--- src/rtl/cache_arbiter_pkg.sv ---
// Shared LC-3b memory-side types: word/line widths, arbiter state and requester ids,
// plus the round-robin pick used when both caches want the line port.
package lc3b_types;

  typedef logic [15:0]  lc3b_word;
  typedef logic [127:0] lc3b_line;

  typedef enum logic [1:0] {IDLE, SERVE_I, SERVE_D, RESP} arb_state_t;
  typedef enum logic {REQ_I, REQ_D} arb_req_t;

  // A lone requester always wins; on a tie the one not served last time wins.
  function automatic arb_req_t rr_pick(input logic i_pend, input logic d_pend,
                                       input arb_req_t last);
    arb_req_t pick;
    if (i_pend && d_pend) pick = (last == REQ_I) ? REQ_D : REQ_I;
    else if (d_pend)      pick = REQ_D;
    else                  pick = REQ_I;
    return pick;
  endfunction

endpackage

--- src/rtl/line_reg.sv ---
// Load-enabled cache-line register with asynchronous active-low clear.
module line_reg #(
  parameter int LINE_WIDTH = 128
) (
  input  logic                  clk,
  input  logic                  reset_n,
  input  logic                  i_load,
  input  logic [LINE_WIDTH-1:0] i_d,
  output logic [LINE_WIDTH-1:0] o_q
);

  logic [LINE_WIDTH-1:0] r_q;

  always_ff @(posedge clk or negedge reset_n) begin
    if (!reset_n)    r_q <= '0;
    else if (i_load) r_q <= i_d;
  end

  assign o_q = r_q;

endmodule

--- src/rtl/cache_arbiter.sv ---
// Arbitrates the single memory line port between icache and dcache, round-robin on ties,
// latching the granted request so the memory side never sees requester changes mid-flight.
module cache_arbiter
  import lc3b_types::*;
#(
  parameter int ADDR_WIDTH = 16,
  parameter int LINE_WIDTH = 128
) (
  input  logic                  clk,
  input  logic                  reset_n,
  input  logic                  i_read,
  input  logic [ADDR_WIDTH-1:0] i_addr,
  output logic                  i_resp,
  output logic [LINE_WIDTH-1:0] i_rdata,
  input  logic                  d_read,
  input  logic                  d_write,
  input  logic [ADDR_WIDTH-1:0] d_addr,
  input  logic [LINE_WIDTH-1:0] d_wdata,
  output logic                  d_resp,
  output logic [LINE_WIDTH-1:0] d_rdata,
  output logic                  mem_read,
  output logic                  mem_write,
  output logic [ADDR_WIDTH-1:0] mem_addr,
  output logic [LINE_WIDTH-1:0] mem_wdata,
  input  logic                  mem_resp,
  input  logic [LINE_WIDTH-1:0] mem_rdata
);

  arb_state_t            r_state, w_next_state;
  arb_req_t              r_last_grant, w_grant;
  logic [ADDR_WIDTH-1:0] r_addr;
  logic                  r_is_write;
  logic                  w_i_pend, w_d_pend, w_grant_en, w_serving, w_line_load, w_wdata_load;
  logic [LINE_WIDTH-1:0] w_wdata_q, w_line_q;

  assign w_i_pend     = i_read;
  assign w_d_pend     = d_read | d_write;
  assign w_grant_en   = (r_state == IDLE) && (w_i_pend || w_d_pend);
  assign w_grant      = rr_pick(w_i_pend, w_d_pend, r_last_grant);
  assign w_serving    = (r_state == SERVE_I) || (r_state == SERVE_D);
  assign w_line_load  = w_serving && mem_resp && !r_is_write;
  assign w_wdata_load = w_grant_en && (w_grant == REQ_D);

  always_ff @(posedge clk or negedge reset_n) begin
    if (!reset_n) r_state <= IDLE;
    else          r_state <= w_next_state;
  end

  always_comb begin
    w_next_state = r_state;
    case (r_state)
      IDLE:             if (w_grant_en) w_next_state = (w_grant == REQ_D) ? SERVE_D : SERVE_I;
      SERVE_I, SERVE_D: if (mem_resp) w_next_state = RESP;
      RESP:             w_next_state = IDLE;
      default:          w_next_state = IDLE;
    endcase
  end

  // r_last_grant doubles as "who is being served" until the next grant.
  always_ff @(posedge clk or negedge reset_n) begin
    if (!reset_n) begin
      r_last_grant <= REQ_I;
      r_addr       <= '0;
      r_is_write   <= 1'b0;
    end else if (w_grant_en) begin
      r_last_grant <= w_grant;
      r_addr       <= (w_grant == REQ_D) ? d_addr : i_addr;
      r_is_write   <= (w_grant == REQ_D) && d_write;
    end
  end

  line_reg #(.LINE_WIDTH(LINE_WIDTH)) u_wdata_reg (
    .clk     (clk),
    .reset_n (reset_n),
    .i_load  (w_wdata_load),
    .i_d     (d_wdata),
    .o_q     (w_wdata_q)
  );

  line_reg #(.LINE_WIDTH(LINE_WIDTH)) u_line_buf (
    .clk     (clk),
    .reset_n (reset_n),
    .i_load  (w_line_load),
    .i_d     (mem_rdata),
    .o_q     (w_line_q)
  );

  always_comb begin
    i_resp    = 1'b0;
    d_resp    = 1'b0;
    mem_read  = 1'b0;
    mem_write = 1'b0;
    mem_addr  = '0;
    mem_wdata = '0;
    case (r_state)
      SERVE_I, SERVE_D: begin
        mem_read  = !r_is_write;
        mem_write = r_is_write;
        mem_addr  = r_addr;
        if (r_is_write) mem_wdata = w_wdata_q;
      end
      RESP: begin
        i_resp = (r_last_grant == REQ_I);
        d_resp = (r_last_grant == REQ_D);
      end
      default: ;
    endcase
  end

  assign i_rdata = w_line_q;
  assign d_rdata = w_line_q;

endmodule

--- config.mk ---
export PLATFORM = sky130hd
export DESIGN_NAME = cache_arbiter
export DESIGN_NICKNAME = d
export VERILOG_FILES = /design/src/rtl/cache_arbiter_pkg.sv /design/src/rtl/line_reg.sv /design/src/rtl/cache_arbiter.sv
export SDC_FILE = /design/constraint.sdc
export NUM_CORES = 1
export LEC_CHECK = 0
export BUFFER_PORTS_ARGS = -buffer_cell sky130_fd_sc_hd__clkbuf_2
export CAP_MARGIN = 25
export CORE_AREA = 2 2 273 275
export CTS_CLUSTER_DIAMETER = 80
export DETAILED_ROUTE_END_ITERATION = 16
export DIE_AREA = 0 0 275 277
export PLACE_DENSITY_LB_ADDON = 0.05
export REMOVE_ABC_BUFFERS = 1
export SYNTH_ARGS = -nofsm -noshare
export SYNTH_HDL_FRONTEND = slang
export SYNTH_SLANG_ARGS = --single-unit
--- constraint.sdc ---
create_clock -name clk -period 5.11 [get_ports clk]
set_input_delay 0.2555 -clock clk [delete_from_list [all_inputs] [get_ports clk]]
set_output_delay 0.2555 -clock clk [all_outputs]
set_load 0.01 [all_outputs]
---- After elaboration in Yosys (flattened, before gate mapping) ----
Cells that the tools add are included.
word-level totals
  output and inout bits ................... 404
  word-level logic and storage cells ...... 40
  bits in registers ....................... 276
cells by class
  bitwise logic cells ..................... 2
  equality and inequality tests ........... 5
  reductions and logical operators ........ 12
  multiplexer cells ....................... 15
operators by type and width
  operator                                       number
  two-way mux 128 bit                            2
  two-way mux 16 bit                             2
  two-way mux 1 bit                              7
  logical AND 1 bit                              6
  two-way mux 2 bit                              3
  one-hot mux 2 bit (3 select lines)             1
  == test 2 bit, second input constant           2
  inequality test 2 bit, second input constant   2
  == test 2 x 1 -> 1 bit, second input constant  1
  zero test 2 bit                                1
  logical OR 1 bit                               2
  AND reduction 2 bit                            1
  OR reduction 2 bit                             1
  zero test 1 bit                                1
  inverter 1 bit                                 1
  bitwise OR 1 bit                               1

---- Logic depth before layout (Yosys ltp) ----
Gate-level depths: netlist of the first run.
  depth after elaboration ................. 6
  depth in mapped cells ................... 7

---- By module ----
Synthesis of the first run repeated with hierarchy kept, for this count alone.
second synthesis, totals
  cells, all modules ...................... 938
  area, all modules ....................... 12662.1 sq um
by module, submodules not included
  module         sequential area each (sq um)  times used  area each (sq um)  cells an instance
  line_reg       3203.1                        2           4822.1             270
  cache_arbiter  500.5                         1           3017.9             398

---- Least setup slack after synthesis of the first run ----
OpenSTA, ideal clock, no wires.
  path kind ............................... reg2reg
  start ................................... register r_state[0]
  end ..................................... register u_line_buf.r_q[107] (netlist: u_line_buf.o_q[107])
  slack ................................... 3262 ps
  arrival time ............................ 1723 ps
  period minus slack after synthesis ...... 1848 ps
  data required time ...................... 4985 ps
  cell stages (with the launch flop) ...... 8
  path buffers ............................ 2
  cells stage by stage .................... dfrtp_1 inv_1 ha_1 nor2b_1 nand2_1 buf_2 buf_2 mux2_2
between the ends
  word-level cells in the longest chain between the ends .. 4
  elaborated cells on any way between the ends .. 5
  classes of those cells .................. eq/ne (2); reduce/logical (3)
ends and longest elaborated chain
  element                                                         RTL line             RTL
  start, declared                                                 cache_arbiter.sv:29  arb_state_t r_state, w_next_state;
  start signal, assigned                                          cache_arbiter.sv:46  else r_state <= w_next_state;
  == test 2 x 1 -> 1 bit / == test 2 bit (equally long branches)  cache_arbiter.sv:40  assign w_serving = (r_state == SERVE_I) || (r_state == SERVE_D);
  logical OR 1 bit (*)                                            cache_arbiter.sv:40
  logical AND 1 bit (*) (2 in a row)                              cache_arbiter.sv:41  assign w_line_load = w_serving && mem_resp && !r_is_write;
  end signal, assigned                                            line_reg.sv:16       else if (i_load) r_q <= i_d;
  end, declared                                                   line_reg.sv:12       logic [LINE_WIDTH-1:0] r_q;
Every way passes the cells marked *; elsewhere a longest branch is shown, timed or not.
A chain may end at the register's enable or synchronous reset.

---- Worst setup path in the final report of the first run ----
  start ................................... register r_state[0]
  end ..................................... output mem_wdata[112]
between the ends
  word-level cells in the longest chain between the ends .. 3
  elaborated cells on any way between the ends .. 4
  classes of those cells .................. eq/ne (2); mux (1); reduce/logical (1)
ends and longest elaborated chain
  element                                                         RTL line             RTL
  == test 2 x 1 -> 1 bit / == test 2 bit (equally long branches)  cache_arbiter.sv:95  case (r_state)
  OR reduction 2 bit (*)                                          cache_arbiter.sv:95
  two-way mux 128 bit (*)                                         cache_arbiter.sv:95
  end, declared                                                   cache_arbiter.sv:24  output logic [LINE_WIDTH-1:0] mem_wdata,
Marked as above.

==> impl_metrics.toml, run 1 <==
[min_path]
hold_path_class = "input port to flop"

[clock_tree]
cts_max_path_buffers = 3
cts.clk_slew.worst_paths_ps = 50
post_cts_buffers = 0
worstSkewPairLatency_ps = 550
hold_buffers = 280
cts_made_buffers = 42
cts_sinks = 276
cts-resized-gates = 0
cts_htree_levels = 2
cts_tree = "done"
clockRootBuffer = "clkbuf_16"

[die]
core.rowCount = 100
io_pins = 698
die_w_um = 275
dieArea_mm2 = 0.0762
die_y_um = 277
start_util_pct = 17.0
core_area_mm2 = 0.0736

[global_route]
grt_pass1_wl_mm = 74.6
antenna_found_initial = 12
grt_max_degree = 111
grt_overflow = 0
grt_usage_pct = 13.1
grt_pass1_vias = 11100

[routing]
first_pass_iters = 4
vias_per_cell = 3.77
totalWireLength_mm = 51.9
drtAntennaViolNets = 0
wl_per_cell_um = 18.6
drc = 0
first_iter_violations = 338
vias = 10500

[synth]
ys.flop_type = "dfrtp_1"
yosys_warnings = 0
syn_inst = 940
netlist_area_mm2 = 0.0125
synth-edff-count = 0
synthArstFlopShare_pct = 100
syn_area_per_cell_um2 = 13.3
synth-seq-area-share_pct = 55.3
synth_top_cell_area_share_pct = 55.3
ys_types = 27
synth_largest_area_cell = "dfrtp_1"
synthTopCellsByArea = "dfrtp_1, mux2_2, mux2_1"
ys_seq_elements = 276

[worst_setup_path]
crit_start = "r_state[0]"
worstReg2RegStart = "r_state[0]"
crit_type = "flop to output port"
reg2reg_slack_ps = 2010
crit_arrival_ps = 3090
crit_path_end_kind = "output port"
crit_fanout = 83
startpoint_type = "flop"
r2r_cells = 6
r2r_end = "u_line_buf.o_q[5]"
crit_end = "mem_wdata[112]"
worstPathRequired_ps = 4850

[sta]
tightest_slew_ps = 924
fin_crit_ps = 3350
drv_slew = 0
fin_skew_ps = 10.6
finalSetupViolations = 0
hold_ws_ps = 19.6
rsz0062_at_grt = "false"
final_hold_viol_count = 0
period_share_pct = 65.5
timing.fmax_ghz = 0.299
slew_headroom_pct = 38.4

[place]
place_inst = 2424
place_hpwl_mm = 37.0
io_buffers = 697
place_congestion = 0.718

[power]
peakVddDrop_mv = 0.361
power_density_mw_per_mm2 = 628
p_total_mw = 12.7
leakagePower_nw = 10.2

[finish]
drive_above_1_share_pct = 51.8
fin_cells = 2781
final_core_util_pct = 27.6
n_fill_cell = 7833
syn_to_final_growth_pct = 62.2
nNetsFinal = 2075

[outcome]
status = "complete, no violations"

[run]
drv_cap = 0
[final cells by class]
cell class              count  area (µm²)  area share (%)
diodes                      2        5.00          0.0247
clock inverters            13         130           0.642
repair buffers            985        6420            31.7
flip-flops and latches    276        6910            34.1
inverters                   2        7.51          0.0370
multi-input cells         472        4300            21.2
clock buffers              62        1290            6.36
well taps                 969        1210            5.98
[metal layers]
metal | GRT usage (%) | part of all wire, % | vias to the layer above
met5 | 0 | 0.11 | -
met4 | 3.88 | 2.5 | 8
met3 | 3.19 | 6.7 | 87
met2 | 22.8 | 49 | 428
met1 | 16.0 | 41 | 5121
li1 | - | - | 4828
[synthesized netlist by cell type (2+ instances only)]
cell	instances
a21oi_1	2
and2_1	18
and3_1	128
buf_2	15
buf_4	129
buf_6	13
clkbuf_1	33
dfrtp_1	276
ha_1	2
inv_1	2
mux2_1	100
mux2_2	156
mux2i_1	16
nand2_1	21
nor2b_1	3
o21ai_0	14
o21ai_1	2
[critical path, stage by stage (launching register included)]
cell and delay (ps):
dfrtp_1 370, inv_1 80, ha_4 790, buf_4 670, and3_1 250, clkbuf_2 160
[sequential cells by signal, summed over array words and instances, names as in the netlist]
| signal | flops |
|---|---|
| u_line_buf.o_q | 128 |
| u_wdata_reg.o_q | 128 |
| r_addr | 16 |
| r_state | 2 |
| r_is_write | 1 |
| r_last_grant | 1 |
[cell usage in the layout (no fill, tap or decap), types with 4 or more instances in the layout]
master / instances
and2_1: 18
and3_1: 128
buf_12: 4
clkbuf_1: 7
clkbuf_16: 45
clkbuf_2: 696
clkbuf_8: 10
clkinv_2: 7
dfrtp_1: 275
dlygate4sd3_1: 280
mux2_1: 100
mux2_2: 156
mux2i_1: 16
nand2_1: 20
o21ai_0: 14
[cell families after synthesis]
logic type / synth area share [%]
buf+inv: 10.6
fa+ha+maj: 0.200
compound gates: 1.41
flops: 55.3
simple gates: 8.20
mux: 24.3
[metrics by stage]
step | setup WS, ps | instance area (µm²) | TNS [ps]
after floorplan | -623 | 11200 | -79760
after global placement | 1920 | 16000 | 0
after detailed placement | 1930 | 16000 | 0
after CTS | 1690 | 20300 | 0
after global routing | 1550 | 20300 | 0
final | 1760 | 20300 | 0
[worst min path at each step]
stage,start,to,slack [ps],cells after the start
after floorplan,reset_n,r_addr[0],-40,0
after global placement,reset_n,u_wdata_reg.o_q[96],310,1
after detailed placement,reset_n,u_wdata_reg.o_q[96],310,1
after CTS,d_addr[15],r_addr[15],0.3,3
after global routing,d_addr[15],r_addr[15],20,3
final,d_addr[15],r_addr[15],20,3
[report_power, final]
part	switching [mW]	internal [mW]
Clock	1.14	1.85
Combinational	2.90	2.59
Sequential	0.925	3.34
Total	4.97	7.77
Note: power is estimated with default switching activity, not from simulation.
==> run 2: changes to the inputs <==
CORE_AREA = 2 2 276 278   (was 2 2 273 275)
DIE_AREA = 0 0 278 280   (was 0 0 275 277)
clock period = 3.01 ns   (was 5.11 ns; I/O delays follow)
==> run 2 against run 1 <==
Against the previous run:
- via count grew 0.21%
- flip-flop and latch count is the same
- register-to-register slack lost 1300 ps
- first-iteration DRC count shrank 18%
- power grew 67%
- largest cell class unchanged
- largest power group unchanged
- highest routed layer unchanged
==> impl_metrics.toml, run 2 (synthesis results as in run 1) <==
[clock_tree]
cts_tree = "done"
worstSkewPairLatency_ps = 540
cts_htree_levels = 2
cts.clk_slew.worst_paths_ps = 60
cts_max_path_buffers = 3
cts_sinks = 276
cts_made_buffers = 40
cts-resized-gates = 0
clockRootBuffer = "clkbuf_16"

[worst_setup_path]
crit_type = "flop to output port"
crit_path_end_kind = "output port"
reg2reg_slack_ps = 700
worstPathRequired_ps = 2860
crit_arrival_ps = 2330
crit_fanout = 148
startpoint_type = "flop"

[sta]
hold_ws_ps = 42.4
period_share_pct = 82.3
fin_skew_ps = 17.0
final_hold_viol_count = 0
slew_headroom_pct = 49.2
fin_crit_ps = 2480
timing.fmax_ghz = 0.403
tightest_slew_ps = 762
rsz0062_at_grt = "false"
drv_slew = 0
finalSetupViolations = 0

[die]
dieArea_mm2 = 0.0778
start_util_pct = 16.6
io_pins = 698
die_w_um = 278
core_area_mm2 = 0.0752
die_y_um = 280
core.rowCount = 101

[global_route]
antenna_found_initial = 6
grt_pass1_vias = 11100
grt_max_degree = 149
grt_usage_pct = 12.8
grt_pass1_wl_mm = 74.2
grt_overflow = 0

[routing]
vias = 10500
vias_per_cell = 3.74
first_pass_iters = 6
drtAntennaViolNets = 0
first_iter_violations = 278
drc = 0
totalWireLength_mm = 51.4
wl_per_cell_um = 18.3

[finish]
nNetsFinal = 2095
syn_to_final_growth_pct = 62.8
final_cell_mix = "clkbuf_2, dlygate4sd3_1, dfrtp_1"
final_core_util_pct = 27.1
drive_above_1_share_pct = 51.0
fin_cells = 2806
layout_commonest_cell = "clkbuf_2"

[place]
place_inst = 2443
io_buffers = 697
place_congestion = 0.702
place_hpwl_mm = 37.6

[power]
peakVddDrop_mv = 1.01
power_density_mw_per_mm2 = 1040
leakagePower_nw = 10.2

[outcome]
status = "complete, no violations"

[min_path]
hold_path_class = "input port to flop"

[run]
drv_cap = 0
==> run 2: cell count changes in the layout (fill, tap and decap cells not counted), sizes merged <==
cell	delta
inv	-3
diode	+1
clkbuf	-2
clkinvlp	+3
clkinv	-5
buf	+10
dlygate4sd3	+12
==> run 2: layer usage <==
metal / wire length [µm] / track usage, %
met5: 13 / 0
met2: 26500 / 23.3
met3: 2810 / 2.82
met4: 916 / 2.92
met1: 21200 / 15.2
==> run 2: metrics by stage <==
step | cell area (µm²) | TNS, ps | power, mW | setup slack, ps
final | 20300 | 0 | 21.2 | 532
after global routing | 20300 | 0 | 22.7 | 377
after CTS | 20300 | 0 | 21.8 | 413
after detailed placement | 16200 | 0 | 16.6 | 624
after global placement | 16200 | 0 | 16.7 | 647
after floorplan | 11200 | -348560 | 11.8 | -2720
==> run 2: worst paths after layout <==
check | from | endpoint | cells past startpoint
setup / recovery | r_state[1] | mem_wdata[94] | 5
hold / removal | mem_resp | r_state[0] | 3
setup reg to reg | r_state[0] | u_line_buf.o_q[6] | 6
hold reg to reg | r_addr[2] | r_addr[2] | 2
max in group asynchronous | reset_n | u_line_buf.o_q[33] | 3
min in group asynchronous | reset_n | u_wdata_reg.o_q[4] | 2
==> run 2: timing repair <==
item	CTS	global route
setup buffers	0	0
endpoints found under the hold margin	331	0
hold buffers	292	0
==> run 2: power by group <==
part | switching, mW | leakage, nW | internal (mW)
clock network | 1.80 | 0.586 | 2.75
logic | 5.01 | 6.40 | 4.53
registers | 1.48 | 3.26 | 5.67
==> run 2: area by class of cell <==
type	instances	area [µm²]
fill	8031	54800
sequential	276	6910
timing repair buffer	1007	6670
multi-input combinational	472	4300
tap	978	1220
clock buffer	60	1130
clock inverter	8	101
inverter	2	7.51
antenna	3	7.51
==> run 2: critical path: stages (launching register included) <==
cell and delay (ps):
dfrtp_1 370, inv_1 70, ha_4 280, buf_12 340, and3_1 340, clkbuf_2 180
==> run 3: changes to the inputs <==
clock period = 2.2 ns   (was 3.01 ns; I/O delays follow)
==> run 3 against run 2 <==
Against the previous run:
- core utilization up 0.88 points
- die area unchanged
- clock skew up 5.5 ps
- flip-flop and latch count unchanged
- critical path depth up 1
- power up 48%
- count of clock-buffer cells in the layout down 2
- via count up 1.6%
- non-clock buffer count up 23
- final cell count up 0.78%
- largest power group unchanged
==> impl_metrics.toml, run 3 (synthesis results as in run 1) <==
[routing]
vias_per_cell = 3.77
first_iter_violations = 259
vias = 10700
drtAntennaViolNets = 0
drc = 0
totalWireLength_mm = 54.7
wl_per_cell_um = 19.3
first_pass_iters = 4

[place]
io_buffers = 697
place_inst = 2448
place_congestion = 0.704
place_hpwl_mm = 38.3

[worst_setup_path]
crit_arrival_ps = 2050
crit_path_end_kind = "output port"
crit_type = "flop to output port"
worstReg2RegStart = "r_state[0]"
crit_chain = "inv_2 -> ha_4 -> buf_12 -> clkbuf_16 -> and3_1 -> clkbuf_8"
crit_end = "mem_wdata[2]"
r2r_cells = 6
r2r_end = "u_line_buf.o_q[92]"
cp_slowest_cell = "dfrtp_1"
crit_fanout = 8
reg2reg_slack_ps = 230
cpPeakStageDelay_ps = 370
crit_start = "r_state[1]"
worstPathRequired_ps = 2090
startpoint_type = "flop"

[finish]
multi_input_area_mm2 = 0.00435
layout_commonest_cell = "clkbuf_2"
nNetsFinal = 2118
final_cell_mix = "clkbuf_2, dlygate4sd3_1, dfrtp_1"
drive_above_1_share_pct = 52.5
fin_cells = 2828
n_fill_cell = 7993
register_area_mm2 = 0.00691
syn_to_final_growth_pct = 68.1

[global_route]
grt_usage_pct = 13.3
grt_max_degree = 131
grt_pass1_vias = 11400
grt_pass1_wl_mm = 76.6
antenna_found_initial = 9
grt_overflow = 0

[power]
leakagePower_nw = 10.5
peakVddDrop_mv = 0.600
power_density_mw_per_mm2 = 1490

[die]
dieArea_mm2 = 0.0778
die_y_um = 280
core.rowCount = 101
io_pins = 698
core_area_mm2 = 0.0752
die_w_um = 278
start_util_pct = 16.6

[clock_tree]
cts_max_path_buffers = 3
cts_sinks = 276
cts_made_buffers = 40
cts_tree = "done"
clockRootBuffer = "clkbuf_16"
cts.clk_slew.worst_paths_ps = 50
cts_htree_levels = 2
worstSkewPairLatency_ps = 550

[sta]
slew_headroom_pct = 46.9
fin_skew_ps = 22.5
drv_slew = 0
tightest_slew_ps = 796
final_hold_viol_count = 0
fin_crit_ps = 2160
rsz0062_at_grt = "true"
timing.fmax_ghz = 0.464
finalSetupViolations = 0
period_share_pct = 98.1
fin_tns_setup_ps = 0

[outcome]
status = "complete, no violations"

[min_path]
hold_start = "d_read"
hold_path_class = "input port to flop"

[run]
drv_cap = 0
[run 3: cell types whose count changed in the layout (fill, tap and decap cells not counted), moves of 4 or more]
cell       change
and3_4         +9
clkbuf_16      +5
buf_8          +4
clkbuf_2      -65
buf_6         +15
buf_12         +5
and3_1         -9
buf_4         +12
buf_16         +4
buf_2         +39
clkbuf_8       +7
clkbuf_1       -7
[run 3: through the flow]
| stage | setup WS (ps) | utilization, % | hold slack (ps) | instance area, µm² | total power, mW |
|---|---|---|---|---|---|
| 6_report | 42.8 | 27.9 | 60.3 | 21000 | 31.4 |
| 5_1_grt | -107 | 27.9 | 49.3 | 21000 | 33.5 |
| 4_1_cts | -51.1 | 27.6 | 2.26 | 20700 | 31.3 |
| 3_5_place_dp | 219 | 21.6 | 104 | 16200 | 22.8 |
| 3_3_place_gp | 228 | 21.6 | 101 | 16200 | 22.9 |
| 2_1_floorplan | -3530 | - | -186 | 11200 | 15.5 |
[run 3: how the worst min path moves through the flow]
| stage | endpoint | slack, ps | cells after the start |
|---|---|---|---|
| after global routing | r_state[1] | 50 | 4 |
| after detailed placement | u_wdata_reg.o_q[92] | 100 | 1 |
| final | r_state[1] | 60 | 4 |
| after global placement | u_wdata_reg.o_q[92] | 100 | 1 |
| after CTS | r_last_grant | 2 | 4 |
| after floorplan | r_addr[0] | -190 | 0 |
[run 3: power by group]
part | internal [mW] | switching, mW | total [mW]
clock network | 3.70 | 2.45 | 6.14
registers | 7.75 | 2.07 | 9.82
logic | 7.78 | 7.65 | 15.4
[run 3: layout make-up]
cell class                      instances  share of cell area, %
Clock inverter                          7                  0.250
Multi-Input combinational cell        472                   20.7
Timing Repair Buffer                 1030                   34.6
Clock buffer                           58                   5.62
Inverter                                2                 0.0357
Antenna cell                            5                 0.0596
Sequential cell                       276                   32.9
Tap cell                              978                   5.82
[run 3: critical path: cells and delay by family, from the launching register on]
family        cells  cell delay, ps
simple gates      1             170
buf+inv           4             570
fa+ha+maj         1             360
flops             1             370
[run 3: routing by layer]
metal	vias to the layer above	part of all wire, %	routed length (µm)	global-route usage (%)
li1	4907	-	-	-
met1	5270	41	22200	15.9
met2	415	52	28200	23.8
met3	72	5.2	2840	2.76
met4	2	2.6	1440	4.10
met5	-	0.020	11	0
[run 3: timing repair]
action,CTS,global route
resized for setup,21,93
gates cloned,4,6
pin swaps,0,3
endpoints found under the hold margin,432,0
hold buffers,292,0
setup buffers,7,0
setup endpoints to repair,114,137
